[src/rtl/aes_round_stage.sv]
// AES encryption round back-end: ShiftRows, MixColumns (bypassed on the final round) and
// AddRoundKey into a valid/ready output register. Define AES_ROUND_SKID_EN for a registered in_ready.
module aes_round_stage #(
    parameter int TAG_W = 4
) (
    input  logic               clk,
    input  logic               rst_n,
    input  logic               in_valid,
    output logic               in_ready,
    input  logic [127:0]       in_state,
    input  logic [127:0]       in_key,
    input  logic               in_final,
    input  logic [TAG_W-1:0]   in_tag,
    output logic               out_valid,
    input  logic               out_ready,
    output logic [127:0]       out_state,
    output logic               out_final,
    output logic [TAG_W-1:0]   out_tag
);

    function automatic logic [7:0] xtime(input logic [7:0] b);
        return {b[6:0], 1'b0} ^ (b[7] ? 8'h1b : 8'h00);
    endfunction

    // Bytes are column-major: byte k sits at row k%4, column k/4, MSB first.
    function automatic logic [127:0] round_fn(input logic [127:0] st,
                                              input logic [127:0] key,
                                              input logic         fin);
        logic [7:0]   sb [16];
        logic [7:0]   sr [16];
        logic [7:0]   mc [16];
        logic [7:0]   a0, a1, a2, a3;
        logic [127:0] res;
        res = '0;
        for (int k = 0; k < 16; k++) begin
            sb[k] = st[127-8*k -: 8];
        end
        for (int c = 0; c < 4; c++) begin
            for (int r = 0; r < 4; r++) begin
                sr[4*c+r] = sb[4*((c+r)%4)+r];
            end
        end
        for (int c = 0; c < 4; c++) begin
            a0 = sr[4*c];
            a1 = sr[4*c+1];
            a2 = sr[4*c+2];
            a3 = sr[4*c+3];
            mc[4*c]   = xtime(a0) ^ xtime(a1) ^ a1 ^ a2 ^ a3;
            mc[4*c+1] = a0 ^ xtime(a1) ^ xtime(a2) ^ a2 ^ a3;
            mc[4*c+2] = a0 ^ a1 ^ xtime(a2) ^ xtime(a3) ^ a3;
            mc[4*c+3] = xtime(a0) ^ a0 ^ a1 ^ a2 ^ xtime(a3);
        end
        for (int k = 0; k < 16; k++) begin
            res[127-8*k -: 8] = (fin ? sr[k] : mc[k]) ^ key[127-8*k -: 8];
        end
        return res;
    endfunction

    logic [127:0]     round_state;
    logic             accept;
    logic             out_valid_q, out_valid_d;
    logic [127:0]     out_state_q, out_state_d;
    logic             out_final_q, out_final_d;
    logic [TAG_W-1:0] out_tag_q,   out_tag_d;

    always_comb begin
        round_state = round_fn(in_state, in_key, in_final);
    end

`ifdef AES_ROUND_SKID_EN
    logic             out_xfer;
    logic             skid_valid_q, skid_valid_d;
    logic [127:0]     skid_state_q, skid_state_d;
    logic             skid_final_q, skid_final_d;
    logic [TAG_W-1:0] skid_tag_q,   skid_tag_d;

    // A full skid entry is always older than any new beat, so it drains first.
    always_comb begin
        in_ready     = !skid_valid_q;
        accept       = in_valid & in_ready;
        out_xfer     = out_valid_q & out_ready;
        out_valid_d  = out_valid_q;
        out_state_d  = out_state_q;
        out_final_d  = out_final_q;
        out_tag_d    = out_tag_q;
        skid_valid_d = skid_valid_q;
        skid_state_d = skid_state_q;
        skid_final_d = skid_final_q;
        skid_tag_d   = skid_tag_q;
        if (skid_valid_q) begin
            if (out_xfer) begin
                out_valid_d  = 1'b1;
                out_state_d  = skid_state_q;
                out_final_d  = skid_final_q;
                out_tag_d    = skid_tag_q;
                skid_valid_d = 1'b0;
            end
        end else if (!out_valid_q || out_xfer) begin
            out_valid_d = accept;
            if (accept) begin
                out_state_d = round_state;
                out_final_d = in_final;
                out_tag_d   = in_tag;
            end
        end else if (accept) begin
            skid_valid_d = 1'b1;
            skid_state_d = round_state;
            skid_final_d = in_final;
            skid_tag_d   = in_tag;
        end
    end

    always_ff @(posedge clk or negedge rst_n) begin
        if (!rst_n) begin
            skid_valid_q <= 1'b0;
            skid_state_q <= '0;
            skid_final_q <= 1'b0;
            skid_tag_q   <= '0;
        end else begin
            skid_valid_q <= skid_valid_d;
            skid_state_q <= skid_state_d;
            skid_final_q <= skid_final_d;
            skid_tag_q   <= skid_tag_d;
        end
    end
`else
    always_comb begin
        in_ready    = !out_valid_q | out_ready;
        accept      = in_valid & in_ready;
        out_valid_d = out_valid_q;
        out_state_d = out_state_q;
        out_final_d = out_final_q;
        out_tag_d   = out_tag_q;
        if (accept) begin
            out_valid_d = 1'b1;
            out_state_d = round_state;
            out_final_d = in_final;
            out_tag_d   = in_tag;
        end else if (out_ready) begin
            out_valid_d = 1'b0;
        end
    end
`endif

    always_ff @(posedge clk or negedge rst_n) begin
        if (!rst_n) begin
            out_valid_q <= 1'b0;
            out_state_q <= '0;
            out_final_q <= 1'b0;
            out_tag_q   <= '0;
        end else begin
            out_valid_q <= out_valid_d;
            out_state_q <= out_state_d;
            out_final_q <= out_final_d;
            out_tag_q   <= out_tag_d;
        end
    end

    assign out_valid = out_valid_q;
    assign out_state = out_state_q;
    assign out_final = out_final_q;
    assign out_tag   = out_tag_q;

endmodule

[config.mk]
export PLATFORM = sky130hd
export DESIGN_NAME = aes_round_stage
export DESIGN_NICKNAME = d
export VERILOG_FILES = /design/src/rtl/aes_round_stage.sv
export SDC_FILE = /design/constraint.sdc
export NUM_CORES = 1
export LEC_CHECK = 0
export CORE_MARGIN = 2
export CORE_UTILIZATION = 40
export DETAILED_ROUTE_END_ITERATION = 8
export PLACE_DENSITY = 0.74
export SLEW_MARGIN = 10
export SYNTH_ARGS = -nofsm -noshare
export SYNTH_HDL_FRONTEND = slang
export SYNTH_SLANG_ARGS = --single-unit
export TNS_END_PERCENT = 10
[constraint.sdc]
create_clock -name clk -period 1.62 [get_ports clk]
set_input_delay 0.162 -clock clk [delete_from_list [all_inputs] [get_ports clk]]
set_output_delay 0.162 -clock clk [all_outputs]
set_load 0.01 [all_outputs]
==> flow_results.xml, run 1 <==
<?xml version="1.0" encoding="UTF-8"?>
<metrics>
  <group name="layout">
    <metric name="design.final.nets" unit="">2012</metric>
    <metric name="utilization" unit="%">65.0</metric>
    <metric name="syn2layout_area_growth" unit="%">61.0</metric>
    <metric name="drive_above_1_share" unit="%">21.1</metric>
    <metric name="fin_cells" unit="">2160</metric>
  </group>
  <group name="placed_design">
    <metric name="place_inst" unit="">2119</metric>
    <metric name="hpwl" unit="um">32900</metric>
    <metric name="buffers_on_ports" unit="">399</metric>
    <metric name="finalWeightedCongestion" unit="">0.877</metric>
  </group>
  <group name="critical_path">
    <metric name="crit_required" unit="ns">1.91</metric>
    <metric name="worstPathMaxFanout" unit="">4</metric>
    <metric name="critPathArrivalTime" unit="ns">1.94</metric>
    <metric name="cp_cell_sequence" unit="">clkdlybuf4s50_1, buf_4, xnor3_1, xnor3_1, mux2i_2, xor2_1, o21ai_0</metric>
    <metric name="criticalPathCategory" unit="">in -&gt; reg</metric>
    <metric name="critical_path.most_common_cell" unit="">sky130_fd_sc_hd__xnor3_1</metric>
    <metric name="cpMaxStageDelayCell" unit="">sky130_fd_sc_hd__clkdlybuf4s50_1</metric>
    <metric name="setup.worst_path.start_class" unit="">input pin</metric>
    <metric name="endpoint_kind" unit="">flop</metric>
    <metric name="slowest_delay" unit="ns">0.51</metric>
  </group>
  <group name="synthesis">
    <metric name="synth.net_count" unit="">1386</metric>
    <metric name="seq_cells_post_synth" unit="">134</metric>
    <metric name="count_of_yosys_warnings_during_synthesis" unit="">0</metric>
    <metric name="syn_area_per_cell" unit="um^2">10.9</metric>
    <metric name="post_synth_num_cell_types" unit="">29</metric>
    <metric name="synth.yosys.seq_area_share" unit="%">27.4</metric>
    <metric name="syn_inst" unit="">1121</metric>
    <metric name="netlist_area" unit="um^2">12200</metric>
  </group>
  <group name="drt">
    <metric name="drc_errors" unit="">0</metric>
    <metric name="avgViaCountPerCell" unit="">4.86</metric>
    <metric name="drt.antenna.violating_nets" unit="">0</metric>
    <metric name="route.vias.total" unit="">10500</metric>
    <metric name="detail_route.iter0.violations" unit="">374</metric>
    <metric name="count_of_tritonroute_iterations_in_the_first_routing_pass" unit="">5</metric>
    <metric name="wl_per_cell" unit="um">19.0</metric>
    <metric name="detail_route.wirelength" unit="um">41100</metric>
  </group>
  <group name="timing">
    <metric name="period_utilization_post_route" unit="%">102</metric>
    <metric name="worst_max_slew_margin_expressed_relative_to_the_limit" unit="%">71.2</metric>
    <metric name="report.final.hold_viol_count" unit="">0</metric>
    <metric name="setup_repair_after_global_routing_missed_its_margin" unit="">true</metric>
    <metric name="clock_skew" unit="ns">0.00847</metric>
    <metric name="final.setup.worst_slack" unit="ns">-0.0320</metric>
    <metric name="timing.final.crit_period" unit="ns">1.65</metric>
    <metric name="setup-violations-final" unit="">4</metric>
    <metric name="max_slew.worst_pin.slew" unit="ns">0.432</metric>
    <metric name="max_freq" unit="GHz">0.605</metric>
    <metric name="finalMaxSlewViolations" unit="">0</metric>
  </group>
  <group name="floorplanning">
    <metric name="number_of_ports_placed_on_the_die_boundary" unit="">400</metric>
    <metric name="dieWidth" unit="um">179</metric>
    <metric name="start_util" unit="%">40.3</metric>
    <metric name="placeableCoreArea" unit="um^2">30300</metric>
    <metric name="design.die.area" unit="um^2">32000</metric>
    <metric name="chipHeight" unit="um">179</metric>
    <metric name="core.rowCount" unit="">64</metric>
  </group>
  <group name="pwr">
    <metric name="leakagePower" unit="uW">0.00969</metric>
    <metric name="p_total" unit="uW">17400</metric>
    <metric name="power.ir.vdd_worst" unit="uV">672</metric>
    <metric name="p_per_area" unit="nW/um^2">881</metric>
  </group>
  <group name="global_routing">
    <metric name="first_global_vias" unit="">11100</metric>
    <metric name="largest_net_degree_at_the_start_of_global_routing" unit="">85</metric>
    <metric name="initial_antenna_violation_count" unit="">4</metric>
    <metric name="globalRoute.totalOverflow" unit="">0</metric>
    <metric name="grtUsageTotal" unit="%">25.2</metric>
    <metric name="grt_pass1_wl" unit="um">60700</metric>
  </group>
  <group name="worst_hold_path">
    <metric name="min_path_type" unit="">in -&gt; async</metric>
  </group>
  <group name="outcome">
    <metric name="failed_checks" unit="">setup timing</metric>
    <metric name="run_status" unit="">finished, violations left</metric>
  </group>
  <group name="cts">
    <metric name="num_clock_sinks" unit="">134</metric>
    <metric name="ctsHtreeMaxLevel" unit="">4</metric>
    <metric name="clock_path_buffers" unit="">2</metric>
    <metric name="root_buffer" unit="">sky130_fd_sc_hd__clkbuf_16</metric>
    <metric name="worst_skew_pair.late_latency" unit="ns">0.43</metric>
    <metric name="clk_pin_slew" unit="ns">0.06</metric>
    <metric name="tritoncts" unit="">yes</metric>
    <metric name="cts_inserted_buffers" unit="">17</metric>
  </group>
  <group name="run">
    <metric name="drv.max_cap_violation_count" unit="">0</metric>
  </group>
</metrics>
[cells by family (layout without fill, tap and decap cells)]
logic type / Yosys count / count (layout) / share of synthesized area (%)
buffers and inverters: 83 / 721 / 2.92
and+or+nand+nor: 215 / 215 / 6.91
xor gates and xnor gates: 432 / 432 / 49.3
other: 0 / 5 / 0
DFF: 134 / 134 / 27.4
muxes: 68 / 68 / 5.60
AOI/OAI and AO/OA: 189 / 189 / 7.88
[path summary, 6_finish.rpt]
kind	from	end	slack, ns	depth (start not counted)
hold / removal	rst_n	out_state[18]	0.21	2
setup / recovery	in_state[67]	out_state[43]	-0.03	7
setup reg to reg	out_valid	out_state[25]	0.24	4
hold reg to reg	out_tag[2]	out_tag[2]	0.48	2
max in group asynchronous	rst_n	out_state[112]	0.87	3
min in group clk	in_tag[2]	out_tag[2]	0.27	3
[cells in the final DEF (no fill, tap or decap), types with 30 or more instances in the layout]
master	instances
sky130_fd_sc_hd__dfrtp_1	134
sky130_fd_sc_hd__xnor2_1	136
sky130_fd_sc_hd__xnor3_1	121
sky130_fd_sc_hd__o21ai_0	147
sky130_fd_sc_hd__o21ai_1	30
sky130_fd_sc_hd__xor3_1	33
sky130_fd_sc_hd__nand2_1	194
sky130_fd_sc_hd__buf_4	276
sky130_fd_sc_hd__xor2_1	102
sky130_fd_sc_hd__mux2i_1	61
sky130_fd_sc_hd__clkdlybuf4s50_1	361
[layout make-up]
class / instances / area, um^2
inverters: 1 / 6.26
diodes: 5 / 12.5
well taps: 396 / 495
clock buffers: 19 / 443
flip-flops and latches: 134 / 3350
repair buffers: 689 / 6340
multi-input cells: 904 / 8880
fillers: 2321 / 10600
clock inverters: 12 / 178
[registers in the layout (all words and copies together), names as in the netlist]
name and cells:
out_tag 4, out_valid 1, out_final 1, out_state 128
[worst max-delay path, delay by kind of cell]
family                 cells  cell delay [ns]
AO/OA/AOI/OAI              1             0.10
XOR/XNOR                   3             0.78
buffers and inverters      2             0.68
multiplexers               1             0.22
[cell usage after synthesis (all sizes together)]
cell type  count  share of area (%)
nand2        195                6.0
o21ai        177                7.2
xnor2        168                 12
dfrtp        134                 27
xnor3        123                 23
xor2         108                7.8
mux2i         64                5.2
clkbuf        52                1.6
xor3          33                6.4
buf           30                1.3
a21oi          7               0.29
nand3          5               0.20
nor3           5               0.20
o2111ai        5               0.36
or4            5               0.31
mux2           4               0.37
nand2b         2               0.10
nor2           2              0.061
and2           1              0.051
inv            1              0.031
[report_power, final]
group	total (uW)	internal, uW	switching (uW)
sequential	4570	4120	451
clock	4260	2610	1640
combinational	8540	5160	3380
total	17400	11900	5470
[per-stage QoR]
stage | setup WS [ns] | hold slack [ns] | TNS (ns) | instance area, um^2
2_1_floorplan | -0.0136 | -0.134 | -0.0215 | 12300
3_3_place_gp | -0.575 | 0.112 | -49.16 | 18700
3_5_place_dp | -0.600 | 0.114 | -54.68 | 18700
4_1_cts | -0.0619 | 0.217 | -0.152 | 19500
5_1_grt | -0.0929 | 0.234 | -0.908 | 19700
6_report | -0.0320 | 0.215 | -0.0950 | 19700
[layer usage]
metal / vias to the layer above / share of wire [%] / wire length (um) / GRT usage, %
li1: 5034 / - / - / -
met5: - / 0 / 0 / 0
met4: 0 / 3.5 / 1440 / 10.8
met1: 5040 / 40 / 16500 / 30.4
met2: 352 / 50 / 20500 / 43.8
met3: 69 / 6.4 / 2630 / 5.13
[timing repair]
item	CTS	global route
setup buffers	2	2
endpoints found under the hold margin	48	0
hold buffers	1	0
pin swaps	4	7
setup endpoints to repair	56	76
gates resized for setup	46	60
(Power assumes the default switching activity.)
==> inputs of run 2 (changes only) <==
==> constraint.sdc (replaced) <==
create_clock -name clk -period 1.62 [get_ports clk]
set_input_delay 0.324 -clock clk [delete_from_list [all_inputs] [get_ports clk]]
set_output_delay 0.324 -clock clk [all_outputs]
set_load 0.01 [all_outputs]
==> flow_results.xml, run 2 (synthesized netlist as in run 1, its figures left out) <==
<?xml version="1.0" encoding="UTF-8"?>
<metrics>
  <group name="pwr">
    <metric name="leakagePower" unit="uW">0.0109</metric>
    <metric name="p_total" unit="uW">16700</metric>
    <metric name="p_per_area" unit="nW/um^2">839</metric>
    <metric name="power.ir.vdd_worst" unit="uV">541</metric>
  </group>
  <group name="timing">
    <metric name="max_freq" unit="GHz">0.584</metric>
    <metric name="setup-violations-final" unit="">5</metric>
    <metric name="clock_skew" unit="ns">0.00936</metric>
    <metric name="finalMaxSlewViolations" unit="">0</metric>
    <metric name="final.setup.worst_slack" unit="ns">-0.0935</metric>
    <metric name="hold_slack" unit="ns">0.396</metric>
    <metric name="max_slew.worst_pin.slew" unit="ns">0.446</metric>
    <metric name="period_utilization_post_route" unit="%">106</metric>
    <metric name="totalNegativeSetupSlack" unit="ns">-0.162</metric>
    <metric name="report.final.hold_viol_count" unit="">0</metric>
    <metric name="timing.final.crit_period" unit="ns">1.71</metric>
    <metric name="setup_repair_after_global_routing_missed_its_margin" unit="">true</metric>
    <metric name="worst_max_slew_margin_expressed_relative_to_the_limit" unit="%">70.3</metric>
  </group>
  <group name="critical_path">
    <metric name="critical_path.most_common_cell" unit="">sky130_fd_sc_hd__buf_4</metric>
    <metric name="timing.critical_path.from" unit="">in_state[113]</metric>
    <metric name="slowest_delay" unit="ns">0.52</metric>
    <metric name="cpMaxStageDelayCell" unit="">sky130_fd_sc_hd__clkdlybuf4s50_1</metric>
    <metric name="path_delay_family" unit="">buffers and inverters</metric>
    <metric name="setup.worst_path.start_class" unit="">input pin</metric>
    <metric name="bufs_and_invs_on_worst_path" unit="">3</metric>
    <metric name="worstPathMaxFanout" unit="">3</metric>
    <metric name="critPathArrivalTime" unit="ns">2.01</metric>
    <metric name="cp_cell_sequence" unit="">clkdlybuf4s50_1, buf_4, xnor3_1, xor2_1, o21ai_1, buf_4, xnor2_1, o21ai_0</metric>
    <metric name="criticalPathCategory" unit="">in -&gt; reg</metric>
    <metric name="worstReg2RegStart" unit="">out_valid</metric>
    <metric name="crit_required" unit="ns">1.92</metric>
    <metric name="endpoint_kind" unit="">flop</metric>
  </group>
  <group name="run">
    <metric name="drv.max_cap_violation_count" unit="">0</metric>
  </group>
  <group name="drt">
    <metric name="detail_route.wirelength" unit="um">40200</metric>
    <metric name="wl_per_cell" unit="um">18.7</metric>
    <metric name="avgViaCountPerCell" unit="">4.87</metric>
    <metric name="detail_route.iter0.violations" unit="">499</metric>
    <metric name="count_of_tritonroute_iterations_in_the_first_routing_pass" unit="">5</metric>
    <metric name="drc_errors" unit="">0</metric>
    <metric name="route.vias.total" unit="">10400</metric>
    <metric name="drt.antenna.violating_nets" unit="">0</metric>
  </group>
  <group name="floorplanning">
    <metric name="dieWidth" unit="um">179</metric>
    <metric name="number_of_ports_placed_on_the_die_boundary" unit="">400</metric>
    <metric name="chipHeight" unit="um">179</metric>
    <metric name="design.die.area" unit="um^2">32000</metric>
    <metric name="placeableCoreArea" unit="um^2">30300</metric>
    <metric name="start_util" unit="%">40.3</metric>
    <metric name="core.rowCount" unit="">64</metric>
  </group>
  <group name="layout">
    <metric name="fin_cells" unit="">2144</metric>
    <metric name="drive_above_1_share" unit="%">23.1</metric>
    <metric name="fin_area" unit="um^2">19900</metric>
    <metric name="syn2layout_area_growth" unit="%">62.8</metric>
    <metric name="largest_reg_flops" unit="">128</metric>
    <metric name="final_cell_mix" unit="">241 x sky130_fd_sc_hd__buf_4, 194 x sky130_fd_sc_hd__nand2_1, 143 x sky130_fd_sc_hd__clkdlybuf4s50_1, 135 x sky130_fd_sc_hd__dlygate4sd2_1, 134 x sky130_fd_sc_hd__dfrtp_1</metric>
    <metric name="design.final.nets" unit="">1994</metric>
    <metric name="mostFrequentLayoutCell" unit="">sky130_fd_sc_hd__buf_4</metric>
  </group>
  <group name="global_routing">
    <metric name="grtUsageTotal" unit="%">24.4</metric>
    <metric name="initial_antenna_violation_count" unit="">7</metric>
    <metric name="first_global_vias" unit="">10700</metric>
    <metric name="largest_net_degree_at_the_start_of_global_routing" unit="">72</metric>
    <metric name="globalRoute.totalOverflow" unit="">0</metric>
    <metric name="grt_pass1_wl" unit="um">59400</metric>
  </group>
  <group name="worst_hold_path">
    <metric name="min_path_type" unit="">in -&gt; async</metric>
  </group>
  <group name="cts">
    <metric name="clock_path_buffers" unit="">2</metric>
    <metric name="ctsHtreeMaxLevel" unit="">4</metric>
    <metric name="clk_pin_slew" unit="ns">0.06</metric>
    <metric name="worst_skew_pair.late_latency" unit="ns">0.43</metric>
    <metric name="num_clock_sinks" unit="">134</metric>
    <metric name="root_buffer" unit="">sky130_fd_sc_hd__clkbuf_16</metric>
    <metric name="cts_inserted_buffers" unit="">17</metric>
    <metric name="tritoncts" unit="">yes</metric>
  </group>
  <group name="placed_design">
    <metric name="finalWeightedCongestion" unit="">0.908</metric>
    <metric name="place_inst" unit="">2094</metric>
    <metric name="placed_cell_area" unit="um^2">18600</metric>
    <metric name="hpwl" unit="um">30800</metric>
    <metric name="buffers_on_ports" unit="">399</metric>
  </group>
  <group name="outcome">
    <metric name="run_status" unit="">finished, violations left</metric>
    <metric name="failed_checks" unit="">setup timing</metric>
  </group>
</metrics>
## run 2: worst paths after layout
check / depth (start not counted) / slack [ns] / end
max: 8 / -0.09 / out_state[26]
min: 2 / 0.40 / out_state[17]
max in group asynchronous: 3 / 0.65 / out_state[65]
min reg2reg: 2 / 0.47 / out_state[102]
max reg2reg: 6 / 0.16 / out_state[57]
min in group clk: 3 / 0.43 / out_tag[1]
## run 2: stage by stage
step / utilization (%) / setup WS [ns]
3_5_place_dp: 61.3 / -0.714
6_report: 65.7 / -0.0935
3_3_place_gp: 61.3 / -0.723
2_1_floorplan: - / -0.0597
5_1_grt: 65.7 / -0.119
4_1_cts: 64.1 / -0.121
## run 2: power breakdown
| part | leakage (uW) | internal (uW) | switching, uW |
|---|---|---|---|
| Combinational | 0.00902 | 4730 | 3420 |
| Sequential | 0.00165 | 4120 | 408 |
| Clock | 0.000282 | 2410 | 1650 |
## run 2: timing repair
action                                  CTS  global route
resized for setup                       228           173
hold endpoints to repair                 30             0
pin swaps                                29            35
endpoints found under the setup margin  254           174
hold buffers                              1             0
setup buffers                             9             2
## run 2: final cells by class
cell class | instances | area, um^2
Fill cell | 2329 | 10400
Timing Repair Buffer | 671 | 6360
Clock buffer | 18 | 429
Tap cell | 396 | 495
Antenna cell | 7 | 17.5
Multi-Input combinational cell | 904 | 9130
Sequential cell | 134 | 3350
Inverter | 1 | 6.26
Clock inverter | 13 | 159
## run 2: layer usage
metal / global-route usage (%) / wire length (um)
met1: 30.0 / 16000
met2: 42.2 / 20100
met5: 0 / 0
met3: 4.92 / 2650
met4: 9.59 / 1380
